[src/rtl/fb_pkg.sv]
// Shared types, geometry constants and the pixel format helper for the frame-buffer writer.
package fb_pkg;

  localparam int unsigned   AN     = 24;
  localparam int unsigned   DN     = 16;
  localparam int unsigned   BURST  = 8;
  localparam int unsigned   BW     = $clog2(BURST);
  localparam logic [AN-1:0] BASE   = 24'hfa0000;
  localparam int unsigned   LS     = 800;
  localparam int unsigned   X_OFF  = 272;
  localparam int unsigned   Y_OFF  = 120;
  localparam int unsigned   WIDTH  = 256;
  localparam int unsigned   HEIGHT = 240;

  typedef logic [DN-1:0] rgb565_t;

  typedef enum logic [0:0] {StIdle, StBurst} fbw_state_t;

  function automatic rgb565_t rgb888_to_565(input logic [23:0] rgb);
    return {rgb[23:19], rgb[15:10], rgb[7:3]};
  endfunction

endpackage

[src/rtl/fb_group_buf.sv]
// Two-slot ping-pong buffer of BURST-word pixel groups, each with its latched start address.
module fb_group_buf
  import fb_pkg::*;
(
  input  logic          clkSYS,
  input  logic          reset,
  input  logic          wr_en,
  input  rgb565_t       wr_data,
  input  logic [AN-1:0] wr_gaddr,
  input  logic          wr_discard,
  output logic          wr_free,
  output logic          wr_partial,
  input  logic [BW-1:0] rd_idx,
  input  logic          rd_release,
  output logic          rd_valid,
  output rgb565_t       rd_data,
  output logic [AN-1:0] rd_gaddr,
  output logic [1:0]    nxt_valid,
  output logic          nxt_partial
);

  rgb565_t       mem_q [2][BURST];
  logic [AN-1:0] gaddr_q [2];
  logic [1:0]    valid_q, valid_d;
  logic          fill_q, fill_d, drain_q, drain_d;
  logic [BW-1:0] ptr_q, ptr_d, wptr;

  // Release is applied before completion so a slot freed this cycle can be refilled at once.
  always_comb begin
    wptr    = wr_discard ? '0 : ptr_q;
    valid_d = valid_q;
    fill_d  = fill_q;
    drain_d = drain_q;
    ptr_d   = wptr;
    if (rd_release) begin
      valid_d[drain_q] = 1'b0;
      drain_d          = ~drain_q;
    end
    if (wr_en) begin
      ptr_d = wptr + BW'(1);
      if (wptr == BW'(BURST - 1)) begin
        valid_d[fill_q] = 1'b1;
        fill_d          = ~fill_q;
      end
    end
  end

  assign wr_free     = !valid_q[fill_q] || (rd_release && (drain_q == fill_q));
  assign wr_partial  = (ptr_q != '0);
  assign rd_valid    = valid_q[drain_q];
  assign rd_data     = mem_q[drain_q][rd_idx];
  assign rd_gaddr    = gaddr_q[drain_q];
  assign nxt_valid   = valid_d;
  assign nxt_partial = (ptr_d != '0);

  always_ff @(posedge clkSYS) begin
    if (reset) begin
      valid_q <= '0;
      fill_q  <= 1'b0;
      drain_q <= 1'b0;
      ptr_q   <= '0;
    end else begin
      valid_q <= valid_d;
      fill_q  <= fill_d;
      drain_q <= drain_d;
      ptr_q   <= ptr_d;
    end
  end

  always_ff @(posedge clkSYS) begin
    if (wr_en) begin
      mem_q[fill_q][wptr] <= wr_data;
      if (wptr == '0) gaddr_q[fill_q] <= wr_gaddr;
    end
  end

endmodule

[src/rtl/fb_writer.sv]
// PPU pixel stream to RGB565 frame-buffer writer: positions pixels, packs groups and
// drains each group to the SDRAM arbiter as one write burst.
module fb_writer
  import fb_pkg::*;
(
  input  logic          clkSYS,
  input  logic          reset,
  input  logic          pix_valid,
  input  logic [23:0]   pix_rgb,
  input  logic          pix_sof,
  input  logic          pix_sol,
  output logic [AN-1:0] req_addr,
  output logic [DN-1:0] req_data,
  output logic          req_wr,
  output logic          req,
  input  logic          req_ack,
  output logic          empty,
  output logic          full,
  output logic          overflow
);

  fbw_state_t    state_q, state_d;
  logic [BW-1:0] idx_q, idx_d, rd_idx;
  logic          req_q, req_d;
  logic [AN-1:0] addr_q, addr_d, gaddr, rd_gaddr;
  rgb565_t       data_q, data_d, rd_data, pix565;
  logic [8:0]    x_q, y_q, pos_x, pos_y;
  logic          overflow_q, empty_q, full_q, empty_d, full_d;
  logic          accept, grp_start, can_start, discard, drop, wr_en;
  logic          wr_free, wr_partial, rd_valid, rd_release, nxt_partial;
  logic [1:0]    nxt_valid;

  // Position of the current pixel; counters saturate so far-out pixels never alias back in.
  always_comb begin
    pos_x = x_q;
    pos_y = y_q;
    if (pix_sof) begin
      pos_x = '0;
      pos_y = '0;
    end else if (pix_sol) begin
      pos_x = '0;
      pos_y = (y_q == '1) ? y_q : y_q + 9'd1;
    end
  end

  assign pix565    = rgb888_to_565(pix_rgb);
  assign gaddr     = AN'(32'(BASE) + (32'(pos_y) + Y_OFF) * LS + X_OFF + 32'(pos_x));
  assign accept    = pix_valid && (pos_x < 9'(WIDTH)) && (pos_y < 9'(HEIGHT));
  assign discard   = pix_valid && (pix_sof || pix_sol) && wr_partial;
  assign grp_start = !wr_partial || pix_sof || pix_sol;
  // A group may only open on a burst-aligned column, keeping every burst address aligned.
  assign can_start = wr_free && (pos_x[BW-1:0] == '0);
  assign wr_en     = accept && (!grp_start || can_start);
  assign drop      = accept && grp_start && !can_start;

  fb_group_buf u_buf (
    .clkSYS      (clkSYS),
    .reset       (reset),
    .wr_en       (wr_en),
    .wr_data     (pix565),
    .wr_gaddr    (gaddr),
    .wr_discard  (discard),
    .wr_free     (wr_free),
    .wr_partial  (wr_partial),
    .rd_idx      (rd_idx),
    .rd_release  (rd_release),
    .rd_valid    (rd_valid),
    .rd_data     (rd_data),
    .rd_gaddr    (rd_gaddr),
    .nxt_valid   (nxt_valid),
    .nxt_partial (nxt_partial)
  );

  always_ff @(posedge clkSYS) begin
    if (reset) state_q <= StIdle;
    else       state_q <= state_d;
  end

  always_comb begin
    state_d = state_q;
    unique case (state_q)
      StIdle:  if (rd_valid) state_d = StBurst;
      StBurst: if (req_ack && (idx_q == BW'(BURST - 1))) state_d = StIdle;
      default: state_d = StIdle;
    endcase
  end

  always_comb begin
    req_d      = req_q;
    addr_d     = addr_q;
    data_d     = data_q;
    idx_d      = idx_q;
    rd_idx     = idx_q + BW'(1);
    rd_release = 1'b0;
    unique case (state_q)
      StIdle: begin
        rd_idx = '0;
        if (rd_valid) begin
          req_d  = 1'b1;
          addr_d = rd_gaddr;
          data_d = rd_data;
          idx_d  = '0;
        end
      end
      StBurst: begin
        if (req_ack) begin
          if (idx_q == BW'(BURST - 1)) begin
            req_d      = 1'b0;
            rd_release = 1'b1;
          end else begin
            idx_d  = idx_q + BW'(1);
            data_d = rd_data;
          end
        end
      end
      default: ;
    endcase
  end

  assign empty_d = (nxt_valid == 2'b00) && !nxt_partial && (state_d == StIdle);
  assign full_d  = &nxt_valid;

  always_ff @(posedge clkSYS) begin
    if (reset) begin
      idx_q      <= '0;
      req_q      <= 1'b0;
      addr_q     <= '0;
      data_q     <= '0;
      x_q        <= '0;
      y_q        <= '0;
      overflow_q <= 1'b0;
      empty_q    <= 1'b1;
      full_q     <= 1'b0;
    end else begin
      idx_q      <= idx_d;
      req_q      <= req_d;
      addr_q     <= addr_d;
      data_q     <= data_d;
      overflow_q <= overflow_q | drop | discard;
      empty_q    <= empty_d;
      full_q     <= full_d;
      if (pix_valid) begin
        x_q <= (pos_x == '1) ? pos_x : pos_x + 9'd1;
        y_q <= pos_y;
      end
    end
  end

  assign req      = req_q;
  assign req_wr   = req_q;
  assign req_addr = addr_q;
  assign req_data = data_q;
  assign empty    = empty_q;
  assign full     = full_q;
  assign overflow = overflow_q;

endmodule
[config.mk]
export PLATFORM = sky130hd
export DESIGN_NAME = fb_writer
export DESIGN_NICKNAME = d
export VERILOG_FILES = /design/src/rtl/fb_pkg.sv /design/src/rtl/fb_group_buf.sv /design/src/rtl/fb_writer.sv
export SDC_FILE = /design/constraint.sdc
export NUM_CORES = 1
export LEC_CHECK = 0
export BUFFER_PORTS_ARGS = -buffer_cell sky130_fd_sc_hd__buf_2
export CORE_AREA = 2 2 149 188
export CTS_BUF_LIST = sky130_fd_sc_hd__clkbuf_4 sky130_fd_sc_hd__clkbuf_8 sky130_fd_sc_hd__clkbuf_16
export DETAILED_ROUTE_END_ITERATION = 10
export DIE_AREA = 0 0 151 190
export GPL_ROUTABILITY_DRIVEN = 1
export PLACE_DENSITY = 0.86
export SYNTH_ARGS = -nofsm -noshare
export SYNTH_HDL_FRONTEND = slang
export SYNTH_HIERARCHICAL = 1
export SYNTH_SLANG_ARGS = --single-unit
[constraint.sdc]
create_clock -name clkSYS -period 7 [get_ports clkSYS]
set_input_delay 0.7 -clock clkSYS [delete_from_list [all_inputs] [get_ports clkSYS]]
set_output_delay 0.7 -clock clkSYS [all_outputs]
set_load 0.1 [all_outputs]
### Yosys cells after proc, flatten, opt, wreduce, memory -nomap -nowiden

Memory sizes are Yosys's and may differ from the RTL's. A register that Yosys moved wholly into a read port is not among the register bits.
Index checks and enable logic that the tools add are counted.

* register bits: 49
* RAM bits: 304
* input port bits: 30
* output and inout bits: 45
* word-level logic and storage cells: 138
* memories: 2

Memories
* u_buf.mem_q: words 2, bits a word 128, read ports 1, clocked after memory_dff 1, wr ports 1, line fb_group_buf.sv:22 `rgb565_t mem_q [2][BURST];`
* u_buf.gaddr_q: words 2, bits a word 24, read ports 1, clocked after memory_dff 1, wr ports 1, line fb_group_buf.sv:23 `logic [AN-1:0] gaddr_q [2];`

* add/subtract/negate cells: 8
* $mul: 1
* $lt $le $gt $ge: 9
* equal/unequal tests: 9
* muxes and demuxes: 50
* bitwise operators: 11
* reductions and logical operators: 35

Operators by type and width (number)
* $mux W128: 1
* $mux W16: 6
* $mux W9: 6
* $bmux W16 S3: 1
* $demux W16 S3: 1
* $pmux W16 S2: 1
* $add A24 B20 Y24 const A: 1
* $add A24 B9 Y24: 1
* $add A24 B9 Y24 const B: 1
* $mux W1: 20
* $add A9 B1 Y9 const B: 2
* $eq A9 B9 Y1 const B: 2
* $mux W3: 6
* $logic_and A1 B1 Y1: 15
* $mul A10 B5 Y15 const B: 1
* $add A9 B7 Y10 const B: 1
* $lt A9 B8 Y1 const B: 1
* $lt A9 B9 Y1 const B: 1
* $ge A4 B4 Y1 const B: 2
* $not A3 Y4: 2
* $add A3 B1 Y3 const B: 2
* $eq A3 B3 Y1 const B: 2
* $logic_not A3 Y1: 2
* $mux W2: 3
* other kinds (20): 42

### Depth between registers and ports, before layout

Gate-level depths: netlist of the first run.

* depth after elaboration: 14
* gate-level depth with buffers: 22
* mapped depth without buffers: 22

### Modules after synthesis

The synthesis of the first run kept the hierarchy.

By module, submodules not included
* fb_group_buf: instances 1, cells each 545, area an instance 11847.6 um^2, seq. area each 9288.9 um^2
* fb_writer: instances 1, cells each 529, area an instance 4329.2 um^2, seq. area each 1321.3 um^2

### Worst setup path after synthesis of the first run

No wires, ideal clock.

* path type: in2reg
* start point: input port pix_sol
* end point: memory u_buf.gaddr_q[0][19], data pin
* setup time: 0.278 ns
* data arrival time: 4.820 ns
* data required time: 6.722 ns
* slack: 1.902 ns
* stages: 20
* path buffers: 1
* cell sequence: buf_2 > and4_1 > and2_4 > xor2_1 > nand2b_1 > ha_1 > nand3b_1 > xor2_1 > ha_1 > ha_1 > ha_1 > ha_1 > a21o_1 > or3_4 > a31o_1 > a21oi_1 > xnor2_1 > ha_1 > a41oi_4 > xor2_1

* word-level cells in the longest chain between the ends: 7
* elaborated cells on any way between the ends: 9
* classes of those cells: add/sub (4); mul (1); mux (4)

RTL lines
* from (decl): line fb_writer.sv:11 `input logic pix_sol,`
* $mux W9: line fb_writer.sv:40 `end else if (pix_sol) begin`
* $mux W9: line fb_writer.sv:37 `if (pix_sof) begin`
* $add A9 B7 Y10: line fb_writer.sv:47 `assign gaddr = AN'(32'(BASE) + (32'(pos_y) + Y_OFF) * LS + X_OFF + 32'(pos_x));`
* $mul A10 B5 Y15: line fb_writer.sv:47
* $add A24 B20 Y24: line fb_writer.sv:47
* $add A24 B9 Y24: line fb_writer.sv:47
* $add A24 B9 Y24 (*): line fb_writer.sv:47
* named net gaddr[19]: line fb_writer.sv:25 `logic [AN-1:0] addr_q, addr_d, gaddr, rd_gaddr;`
* to (decl): line fb_group_buf.sv:23

The timed path passes the listed nets; every way through them passes the cells marked *.

### Final worst setup path of the first run

* start point: register y_q[0]
* end point: memory u_buf.gaddr_q[0][20], data pin

* word-level cells in the longest chain between the ends: 9
* elaborated cells on any way between the ends: 10
* classes of those cells: add/sub (5); mul (1); eq/ne (1); mux (3)

RTL lines
* from (decl): line fb_writer.sv:27 `logic [8:0] x_q, y_q, pos_x, pos_y;`
* from (signal assigned): line fb_writer.sv:144 `y_q <= pos_y;`
* $add A9 B1 Y9 or $eq A9 B9 Y1 (tied branches): line fb_writer.sv:42 `pos_y = (y_q == '1) ? y_q : y_q + 9'd1;`
* $mux W9: line fb_writer.sv:42
* $mux W9 (*): line fb_writer.sv:40
* $mux W9 (*): line fb_writer.sv:37
* $add A9 B7 Y10 (*): line fb_writer.sv:47
* $mul A10 B5 Y15 (*): line fb_writer.sv:47
* $add A24 B20 Y24 (*): line fb_writer.sv:47
* $add A24 B9 Y24 (*) (2 in a row): line fb_writer.sv:47
* named net gaddr[20]: line fb_writer.sv:25

Marked as above.

==> results.toml, run 1 <==
[critical_path]
worstSetupStartpointType = "flop"
critPathMaxStageDelay_ps = 480
reg2reg_start = "y_q[0]$_SDFFE_PP0P_"
required_time_worst_endpoint_ps = 7270
worst-r2r-setup-slack_ps = 1530
setup.worst_path.end_class = "flop"
crit_slowest_cell = "sky130_fd_sc_hd__fa_1"
path_cells = "ha_1, and4_1, nand3_2, and2_4, xor2_1, nand2b_1, ha_1, xor2_1, ha_1, ha_1, fa_1, ha_1, a21o_1, nand2_1, a21oi_1, nor2_1, xor2_1, inv_1, ha_1, inv_1, o21a_1"
cp.arrival_ps = 5740
timing.critical_path.fanout_max = 6
timing_worst_setup_path_type = "reg2reg"
worstRegToRegCells = 21
timing.critical_path.mode_cell = "sky130_fd_sc_hd__ha_1"
reg2reg_to = "u_buf/gaddr_q[0][20]$_DFFE_PP_"

[placement]
finalWeightedCongestion = 0.8008
placedInstanceArea_sq_um = 16970
place_worst_setup_slack_ps = 1501
hpwl_mm = 20.40
port_buffers = 66

[yosys]
yosys.cell_types.count = 69
synth_warnings = 6
synth_seq_area_share_pct = 65.59
mappedNetlistArea_sq_um = 16180
postSynthCellCount = 1074
synth-seq-cells = 378
synth.net_count = 1164
fraction_of_registers_with_async_set_or_reset_after_synthesis_pct = 0
synth_edf_count = 304
synth_flop_cell = "sky130_fd_sc_hd__edfxtp_1"
post_synth.cell_area_avg_sq_um = 15.06

[power]
design_power_total_uw = 4590
power-per-cell-area_nw_per_um2 = 252.9
power.leakage_uw = 0.006362
vdd_ir_drop_max_mv = 0.2086

[global_routing]
grt_pass1_vias = 9956
globalRouteOverflowTotal = 0
pin_count_of_the_biggest_net_entering_global_routing = 75
grt_pass1_wl_mm = 54.99
global_route.usage.total_pct = 25.71
antenna_found_initial = 2

[drt]
firstDrtPassIters = 5
per_cell_via_count_in_the_routed_design = 6.218
drtIter0Drc = 740
dr_total_vias = 9508
routed_wl_mm = 35.82
avgRoutedWirePerCell_microns = 23.43
detail-route-antenna-nets = 0
detail_route.drc_violations = 0

[floorplan]
core-area_sq_um = 27060
die_area_sq_um = 28690
die_w_microns = 151
floorplan.initialDensity_pct = 59.79
fp.dieH_microns = 190
num_io_pins = 75
placement_rows = 68

[timing]
grt_setup_unrepaired = "false"
min_period_over_period_pct = 78.10
hold_viol_final = 0
fmax_mhz = 182.9
worstMarginPinSlew_ps = 1242
fin_hold_ws_ps = 457.2
layout_min_cycle_time_ps = 5467
final.setup_skew_ps = 23.73
setup_tns_ps = 0
setup_viol = 0
timing.final.ws_setup_ps = 1533
slew_viol_final = 0
worst_slew_margin_rel_pct = 17.09

[clock_network]
htreeDepth = 2
tritoncts = "built"
cts_root_buf = "sky130_fd_sc_hd__clkbuf_16"
clkLatencyLatePin_ps = 530
post_cts_setup_repair_bufs = 0
clkSlewWorstSetupHoldPaths_ps = 60
holdBufCountCts = 0
cts.sink_count = 378
postcts_resize_cnt = 0
cts_buffers = 36
cts.path.max_buffers = 3

[layout]
fin_nets = 1240
fin_area_sq_um = 18150
multi_input_area_sq_um = 5305
final-seq-area_sq_um = 10610
final_layout_size_suffix_gt1_share_pct = 23.77
fillers = 1798
most-common-layout-cells = "sky130_fd_sc_hd__edfxtp_1, sky130_fd_sc_hd__nand2_1, sky130_fd_sc_hd__dfxtp_1"
syn_to_final_growth_pct = 12.21
layout_commonest_cell = "sky130_fd_sc_hd__edfxtp_1"

[job]
max_cap_viol_count = 0

[min_path]
min_delay_worst_endpoint = "req_data[9]$_SDFFE_PP0P_"
hold_depth = 2
hold_start = "req_data[9]$_SDFFE_PP0P_"
timing.hold.worst.class = "reg2reg"

[run_status]
outcome = "complete, no violations"
## worst max-delay path by stage
stage / start / endpoint / slack, ps / cells past startpoint
finish: y_q[0]$_SDFFE_PP0P_ / u_buf/gaddr_q[0][20]$_DFFE_PP_ / 1530 / 21
global route: y_q[0]$_SDFFE_PP0P_ / u_buf/gaddr_q[1][19]$_DFFE_PP_ / 1140 / 21
CTS: y_q[0]$_SDFFE_PP0P_ / u_buf/gaddr_q[0][20]$_DFFE_PP_ / 1540 / 21
detailed placement: pix_sol / u_buf/gaddr_q[0][19]$_DFFE_PP_ / 1500 / 20
global placement: pix_sol / u_buf/gaddr_q[0][19]$_DFFE_PP_ / 1550 / 20
floorplan: pix_sol / u_buf/gaddr_q[0][19]$_DFFE_PP_ / 1900 / 20
## critical path, delay by kind of cell, from the launching register on
kind                     cells  cell delay, ps
adder cells (fa/ha/maj)      7            2380
XOR/XNOR                     3             760
AO/OA/AOI/OAI                3             630
buffers and inverters        2             140
AND/OR/NAND/NOR              6             900
flip-flops                   1             400
## report_power, final
part           switching [uW]  total (uW)  leakage (uW)  internal [uW]
sequential               13.6        2480       0.00335           2470
clock                     802        1920      0.000586           1120
combinational             126         187       0.00243           60.8
total                     942        4590       0.00636           3650
## per-layer routing
metal	track usage [%]	routed length [microns]
met4	11.72	1583
met2	44.46	18470
met5	0	13
met3	4.460	2550
met1	31.53	13200
## metrics by stage
step / util (%) / instances
after CTS: 67.08 / 1528
after detailed placement: 62.72 / 1462
final: 67.09 / 1529
after global routing: 67.08 / 1528
after global placement: 62.72 / 1462
after floorplan: - / 1074
## flip-flops by register name, indices dropped and copies added, names as in the netlist, named ones only
register,cells
empty,1
full,1
idx_q,3
overflow,1
req,1
req_addr,24
req_data,16
state_q,1
u_buf/drain_q,1
u_buf/fill_q,1
u_buf/gaddr_q,48
u_buf/mem_q,256
u_buf/ptr_q,3
u_buf/valid_q,2
x_q,9
y_q,9
## Yosys cell counts (2+ instances only)
cell	number	share of area [%]
sky130_fd_sc_hd__and4_1	4	0.22
sky130_fd_sc_hd__nand3b_1	2	0.093
sky130_fd_sc_hd__a41oi_1	3	0.16
sky130_fd_sc_hd__nor3_1	16	0.50
sky130_fd_sc_hd__ha_1	54	4.2
sky130_fd_sc_hd__and2_1	10	0.39
sky130_fd_sc_hd__nand2_1	136	3.2
sky130_fd_sc_hd__dfxtp_1	74	9.2
sky130_fd_sc_hd__nand2b_1	9	0.35
sky130_fd_sc_hd__xor2_1	19	1.0
sky130_fd_sc_hd__o21ai_0	7	0.22
sky130_fd_sc_hd__a21oi_1	63	1.9
sky130_fd_sc_hd__xnor2_1	17	0.92
sky130_fd_sc_hd__mux2i_1	10	0.62
sky130_fd_sc_hd__buf_4	3	0.14
sky130_fd_sc_hd__nand3_1	12	0.37
sky130_fd_sc_hd__nor4_1	5	0.19
sky130_fd_sc_hd__mux2_2	26	1.8
sky130_fd_sc_hd__buf_2	14	0.43
sky130_fd_sc_hd__fa_1	6	0.74
sky130_fd_sc_hd__buf_6	4	0.28
sky130_fd_sc_hd__inv_2	2	0.046
sky130_fd_sc_hd__inv_1	25	0.58
sky130_fd_sc_hd__nor2_1	56	1.3
sky130_fd_sc_hd__buf_1	2	0.046
sky130_fd_sc_hd__nor2b_1	10	0.39
sky130_fd_sc_hd__o21ai_1	2	0.062
sky130_fd_sc_hd__a21o_1	4	0.19
sky130_fd_sc_hd__a22oi_1	32	1.5
sky130_fd_sc_hd__o21a_1	4	0.19
sky130_fd_sc_hd__and3_1	4	0.15
sky130_fd_sc_hd__clkbuf_1	29	0.67
sky130_fd_sc_hd__o21bai_1	2	0.093
sky130_fd_sc_hd__o31ai_1	3	0.14
sky130_fd_sc_hd__edfxtp_1	304	56
sky130_fd_sc_hd__mux4_2	64	8.9
sky130_fd_sc_hd__a211oi_1	4	0.19
sky130_fd_sc_hd__nand4_1	2	0.077
## layout make-up
class	count	share of cell area (%)
timing repair buffer	90	2.812
clock buffer	49	5.735
inverter	27	0.5583
multi-input combinational	617	29.23
antenna	1	0.01379
clock inverter	17	0.7651
sequential	378	58.47
tap	350	2.413
## cells by family after synthesis
family	count (synthesis)	share of synthesized area (%)
AO/OA/AOI/OAI	139	5.739
XOR/XNOR	38	2.220
adder cells (fa/ha/maj)	60	4.919
buffers and inverters	79	2.197
flip-flops	378	65.59
multiplexers	100	11.34
AND/OR/NAND/NOR	280	7.998
Power figures use the tool's default switching activity.
==> run 2: changes to the inputs <==
- clock period: 7 -> 5.6 ns (I/O delays scaled with it)
==> run 2 against run 1 <==
Compared with the run above: via count rose by 0.90%; sequential power rose by 25%; die area did not move; power rose by 28%; final cell count rose by 0.39%; sequential share of layout area fell by 0.46 points; utilization rose by 0.55 points; critical path type unchanged.
==> results.toml, run 2 (synthesis results as in run 1) <==
[timing]
slew_viol_final = 0
worst_slew_margin_rel_pct = 12.54
fmax_mhz = 188.7
worstMarginPinSlew_ps = 1310
layout_min_cycle_time_ps = 5300
setup_viol = 0
min_period_over_period_pct = 94.64
final.setup_skew_ps = 17.65
hold_viol_final = 0
grt_setup_unrepaired = "false"
setup_tns_ps = 0

[critical_path]
reg2reg_to = "u_buf/gaddr_q[1][23]$_DFFE_PP_"
worst-r2r-setup-slack_ps = 300
critical_path_cell_count = 21
critPathMaxStageDelay_ps = 410
setup.worst_path.end_class = "flop"
crit_end = "u_buf/gaddr_q[1][23]$_DFFE_PP_"
worstPathBufferInverterCount = 0
timing.critical_path.max_delay_family = "adder cells"
worstRegToRegCells = 21
setup.worst_path.start = "y_q[1]$_SDFFE_PP0P_"
cp.arrival_ps = 5550
reg2reg_start = "y_q[1]$_SDFFE_PP0P_"
required_time_worst_endpoint_ps = 5850
crit_slowest_cell = "sky130_fd_sc_hd__dfxtp_1"
timing.critical_path.mode_cell = "sky130_fd_sc_hd__ha_1"
worstSetupStartpointType = "flop"
timing_worst_setup_path_type = "reg2reg"
path_cells = "ha_4, and4_1, nand3_2, and2_4, xor2_1, nand2b_1, ha_1, nand3b_1, xor2_1, ha_1, ha_1, ha_1, ha_1, a21o_1, or3_4, a31o_1, a21oi_1, xnor2_1, ha_1, a41oi_4, nor2b_1"
timing.critical_path.fanout_max = 6

[job]
max_cap_viol_count = 0

[layout]
max_flop_register = "u_buf/mem_q"
syn_to_final_growth_pct = 13.12
final_cell_count_no_fill = 1535
largest_reg_flops = 256
layout_commonest_cell = "sky130_fd_sc_hd__edfxtp_1"
final_layout_size_suffix_gt1_share_pct = 24.75
fin_nets = 1246
fillers = 1745
most-common-layout-cells = "sky130_fd_sc_hd__edfxtp_1, sky130_fd_sc_hd__nand2_1, sky130_fd_sc_hd__dfxtp_1"

[clock_network]
clkLatencyLatePin_ps = 530
htreeDepth = 2
post_cts_setup_repair_bufs = 0
clkSlewWorstSetupHoldPaths_ps = 70
tritoncts = "built"
cts_buffers = 36
cts.sink_count = 378
cts_root_buf = "sky130_fd_sc_hd__clkbuf_16"
cts.path.max_buffers = 3

[floorplan]
placement_rows = 68
num_io_pins = 75
core-area_sq_um = 27060
fp.dieH_microns = 190
die_w_microns = 151
die_area_sq_um = 28690
floorplan.initialDensity_pct = 59.79

[global_routing]
antenna_found_initial = 2
pin_count_of_the_biggest_net_entering_global_routing = 75
globalRouteOverflowTotal = 0
grt_pass1_vias = 10022
global_route.usage.total_pct = 26.04
grt_pass1_wl_mm = 55.78

[power]
vdd_ir_drop_max_mv = 0.3134
power.leakage_uw = 0.006429
power-per-cell-area_nw_per_um2 = 321.0

[drt]
drtIter0Drc = 686
detail-route-antenna-nets = 0
routed_wl_mm = 35.83
dr_total_vias = 9594
detail_route.drc_violations = 0
avgRoutedWirePerCell_microns = 23.34
per_cell_via_count_in_the_routed_design = 6.250
firstDrtPassIters = 5

[run_status]
outcome = "complete, no violations"

[placement]
port_buffers = 66
hpwl_mm = 20.75
cell_total_after_placement = 1468
finalWeightedCongestion = 0.8814

[min_path]
timing.hold.worst.class = "in2reg"
run 2: how the worst min path moves through the flow:
stage                         startpoint                            end  slack (ps)  cells past startpoint
6_report                     pix_rgb[10]  u_buf/mem_q[0][101]$_DFFE_PP_         400                      1
5_1_grt                      pix_rgb[10]  u_buf/mem_q[0][101]$_DFFE_PP_         410                      1
4_1_cts                      pix_rgb[10]   u_buf/mem_q[0][69]$_DFFE_PP_         400                      1
3_5_place_dp   req_data[10]$_SDFFE_PP0P_      req_data[10]$_SDFFE_PP0P_         450                      2
3_3_place_gp   req_data[10]$_SDFFE_PP0P_      req_data[10]$_SDFFE_PP0P_         440                      2
2_1_floorplan      idx_q[1]$_SDFFE_PP0P_          idx_q[1]$_SDFFE_PP0P_         440                      2
run 2: layout make-up:
type	instances	area (sq um)	share of cell area, %
clock inverters	21	245.2	1.340
repair buffers	96	555.5	3.036
inverters	27	101.3	0.5538
flip-flops and latches	378	10620	58.01
diodes	1	2.502	0.01368
multi-input cells	617	5336	29.16
well taps	350	437.9	2.393
clock buffers	45	1005	5.491
run 2: worst register-to-register path: cells and delay by family (launching register included):
family,cells,cell delay [ps]
compound gates,4,740
xor+xnor,3,490
fa+ha+maj,7,1970
flops,1,410
simple gates,7,1420
run 2: timing repair:
item                                    4_1_cts  5_1_grt
hold endpoints to repair                      0        0
endpoints found under the setup margin        0       12
gates resized for setup                       0        6
hold buffers                                  0        0
run 2: power by group:
part	switching (uW)	internal, uW	total [uW]
registers	17.4	3080	3100
logic	157	77.3	234
clock network	1020	1520	2540
total	1200	4670	5870
run 2: routing by layer:
layer  GRT usage [%]  part of all wire [%]
met1           31.78                    35
met3           3.981                   7.9
met4           12.76                   5.4
met5               0                 0.031
met2           45.16                    52
run 2: per-stage QoR:
stage	utilization [%]	total power, uW	cell area [sq um]	setup slack [ps]	hold WS [ps]
final	67.63	5874	18300	300.2	404.1
after global routing	67.62	6018	18300	9.830	412.4
after CTS	67.50	5902	18260	142.2	400.2
after detailed placement	62.88	3388	17010	154.8	446.5
after global placement	62.88	3372	17010	332.1	435.1
after floorplan	-	3302	16180	613.9	435.6
==> run 3: changes to the inputs <==
- CORE_AREA: 2 2 149 188 -> 2 2 149 187
- DIE_AREA: 0 0 151 190 -> 0 0 151 189
- SYNTH_HIERARCHICAL: 1 -> unset
==> run 3 against run 2 <==
Compared with the run above: highest routed layer unchanged; clock-buffer cell count grew 1; largest cell class unchanged; fmax is 0.75% lower; sequential share of layout area grew 0.24 points; critical path type unchanged; routed wire length decreased by 0.97%; synthesized cell count shrank 7.0%; utilization rose by 0.73 points; combinational power fell by 17%; critical endpoint is now u_buf.gaddr_q[0][23]$_DFFE_PP_.
==> results.toml, run 3 <==
[run_status]
outcome = "complete, no violations"

[floorplan]
die_w_microns = 151
die_area_sq_um = 28540
fp.dieH_microns = 189
floorplan.initialDensity_pct = 60.55
num_io_pins = 75
core-area_sq_um = 26660
placement_rows = 67

[timing]
slew_viol_final = 0
setup_tns_ps = 0
hold_viol_final = 0
min_period_over_period_pct = 95.35
worstMarginPinSlew_ps = 1266
worst_slew_margin_rel_pct = 15.28
final.setup_skew_ps = 23.49
fmax_mhz = 187.3
layout_min_cycle_time_ps = 5340
setup_viol = 0

[layout]
layout.core_utilization_pct = 68.36
syn_to_final_growth_pct = 12.91
multi_input_area_sq_um = 5285
max_flop_register = "u_buf.mem_q"
largest_reg_flops = 256
most-common-layout-cells = "sky130_fd_sc_hd__edfxtp_1, sky130_fd_sc_hd__nor2_1, sky130_fd_sc_hd__mux4_2"
final_layout_size_suffix_gt1_share_pct = 24.06
fin_nets = 1181
fillers = 1671
insertedDiodeCount = 0
fin_area_sq_um = 18220
layout_commonest_cell = "sky130_fd_sc_hd__edfxtp_1"
final-seq-area_sq_um = 10620

[critical_path]
worstSetupStartpointType = "flop"
worst-r2r-setup-slack_ps = 260
cp.arrival_ps = 5690
setup.worst_path.end_class = "flop"
worstRegToRegCells = 19
timing.critical_path.fanout_max = 6
required_time_worst_endpoint_ps = 5950
timing_worst_setup_path_type = "reg2reg"

[yosys]
synth-simple-area-share_pct = 5.853
post_synth.cell_area_avg_sq_um = 16.16
synth_warnings = 0
ys_top_cells_by_area = "sky130_fd_sc_hd__edfxtp_1, sky130_fd_sc_hd__mux4_2, sky130_fd_sc_hd__dfxtp_1"
synth_edf_count = 304
yosysTopAreaCellShare_pct = 56.56
synth_flop_cell = "sky130_fd_sc_hd__edfxtp_1"
synthXorXnorAreaFrac_pct = 1.674
yosys-mux-area-fraction_pct = 13.27
synth-adder-area-share_pct = 5.008
yosys.cell_types.count = 64
postSynthCellCount = 999
largest_family_of_logic_cells_by_synthesized_area = "multiplexers"
netlist_top_cells_count = "sky130_fd_sc_hd__edfxtp_1, sky130_fd_sc_hd__nor2_1, sky130_fd_sc_hd__mux4_2"
synth-seq-cells = 378
post-synth-top-area-cell = "sky130_fd_sc_hd__edfxtp_1"
synth_seq_area_share_pct = 65.74
fraction_of_registers_with_async_set_or_reset_after_synthesis_pct = 0
synth.net_count = 1090
post-synth-top-count-cell = "sky130_fd_sc_hd__edfxtp_1"
synth_compound_area_share_pct = 6.419
mappedNetlistArea_sq_um = 16140

[global_routing]
pin_count_of_the_biggest_net_entering_global_routing = 65
grt_most_used_layer = "met2"
grt_pass1_vias = 9367
grt_pass1_wl_mm = 53.96
globalRouteOverflowTotal = 0
antenna_found_initial = 2
global_route.usage.total_pct = 25.36
groute.layer.met3.usage_pct = 4.386
global_route.usage.met2_pct = 44.79
grt_use_met1_pct = 30.18

[drt]
detail-route-antenna-nets = 0
dr_total_vias = 9301
firstDrtPassIters = 7
drtIter0Drc = 737
avgRoutedWirePerCell_microns = 24.26
detail_route.drc_violations = 0
routed_wl_mm = 35.49
per_cell_via_count_in_the_routed_design = 6.357

[job]
max_cap_viol_count = 0

[clock_network]
cts.path.max_buffers = 3
cts_root_buf = "sky130_fd_sc_hd__clkbuf_16"
clkSlewWorstSetupHoldPaths_ps = 70
holdBufCountCts = 0
htreeDepth = 2
post_cts_setup_repair_bufs = 0
clkLatencyLatePin_ps = 530
cts.sink_count = 378
postcts_resize_cnt = 0
tritoncts = "built"
cts_buffers = 36

[power]
power-per-cell-area_nw_per_um2 = 313.4
power.leakage_uw = 0.006350
vdd_ir_drop_max_mv = 0.2484

[placement]
finalWeightedCongestion = 0.8339
port_buffers = 66
hpwl_mm = 21.36
placedInstanceArea_sq_um = 17000

[min_path]
timing.hold.worst.class = "in2reg"
hold_depth = 2
==> run 3: cell types whose count changed in the layout (fill, tap and decap cells not counted), sizes merged, moves of 8 or more <==
cell	before	now
mux2	26	0
a22o	1	16
mux2i	10	34
nor2	58	86
o21ai	9	17
a211oi	5	35
a21oi	64	20
mux4	64	80
a22oi	32	2
nand2	137	35
==> run 3: layout make-up <==
cell class              count  share of cell area, %
multi-input cells         543                  29.00
inverters                  30                 0.6179
flip-flops and latches    378                  58.25
well taps                 345                  2.369
clock inverters            20                  1.023
repair buffers            101                  3.254
clock buffers              46                  5.486
==> run 3: path summary, 6_finish.rpt <==
kind,startpoint,end
max,y_q[1]$_SDFFE_PP0P_,u_buf.gaddr_q[0][23]$_DFFE_PP_
min,req_ack,req$_SDFFE_PP0P_
max reg2reg,y_q[1]$_SDFFE_PP0P_,u_buf.gaddr_q[0][23]$_DFFE_PP_
min reg2reg,req_data[6]$_SDFFE_PP0P_,req_data[6]$_SDFFE_PP0P_
==> run 3: per-stage QoR <==
step	hold WS [ps]	power [uW]	setup WS [ps]	cells
floorplan	460.3	3253	315.3	999
global placement	458.2	3311	218.0	1397
detailed placement	464.3	3324	151.9	1397
CTS	296.9	5738	99.81	1463
global route	306.6	5847	-31.80	1463
finish	301.7	5712	260.3	1463
==> run 3: per-layer routing <==
layer | vias up | share of wire, %
li1 | 4117 | -
met1 | 4666 | 36
met2 | 408 | 54
met3 | 106 | 6.0
met4 | 4 | 4.8
met5 | - | 0.056
==> run 3: cells by family (layout without fill, tap and decap cells) <==
group	count (synthesis)	count (layout)
xor gates and xnor gates	30	30
AOI/OAI and AO/OA	139	139
and+or+nand+nor	199	199
buffers and inverters	78	197
muxes	114	114
adders and majority gates	61	61
DFF	378	378
==> run 3: report_power, final <==
group / leakage, uW / switching [uW] / internal (uW)
Sequential: 0.00332 / 11.6 / 3070
Clock: 0.000587 / 1030 / 1410
Combinational: 0.00244 / 132 / 62.1
==> run 3: critical path: stages (launching register included) <==
cell and delay (ps):
sky130_fd_sc_hd__dfxtp_1 410, sky130_fd_sc_hd__ha_2 240, sky130_fd_sc_hd__nand4_1 110, sky130_fd_sc_hd__o211ai_1 220, sky130_fd_sc_hd__xor2_1 110, sky130_fd_sc_hd__or2_2 350, sky130_fd_sc_hd__ha_1 260, sky130_fd_sc_hd__xor2_2 210
sky130_fd_sc_hd__ha_1 310, sky130_fd_sc_hd__ha_1 320, sky130_fd_sc_hd__fa_1 480, sky130_fd_sc_hd__ha_1 320, sky130_fd_sc_hd__a21o_1 210, sky130_fd_sc_hd__or4_1 440, sky130_fd_sc_hd__o21ai_1 220, sky130_fd_sc_hd__xor2_2 170
sky130_fd_sc_hd__inv_1 60, sky130_fd_sc_hd__ha_1 220, sky130_fd_sc_hd__a41oi_2 260, sky130_fd_sc_hd__nor2b_1 240
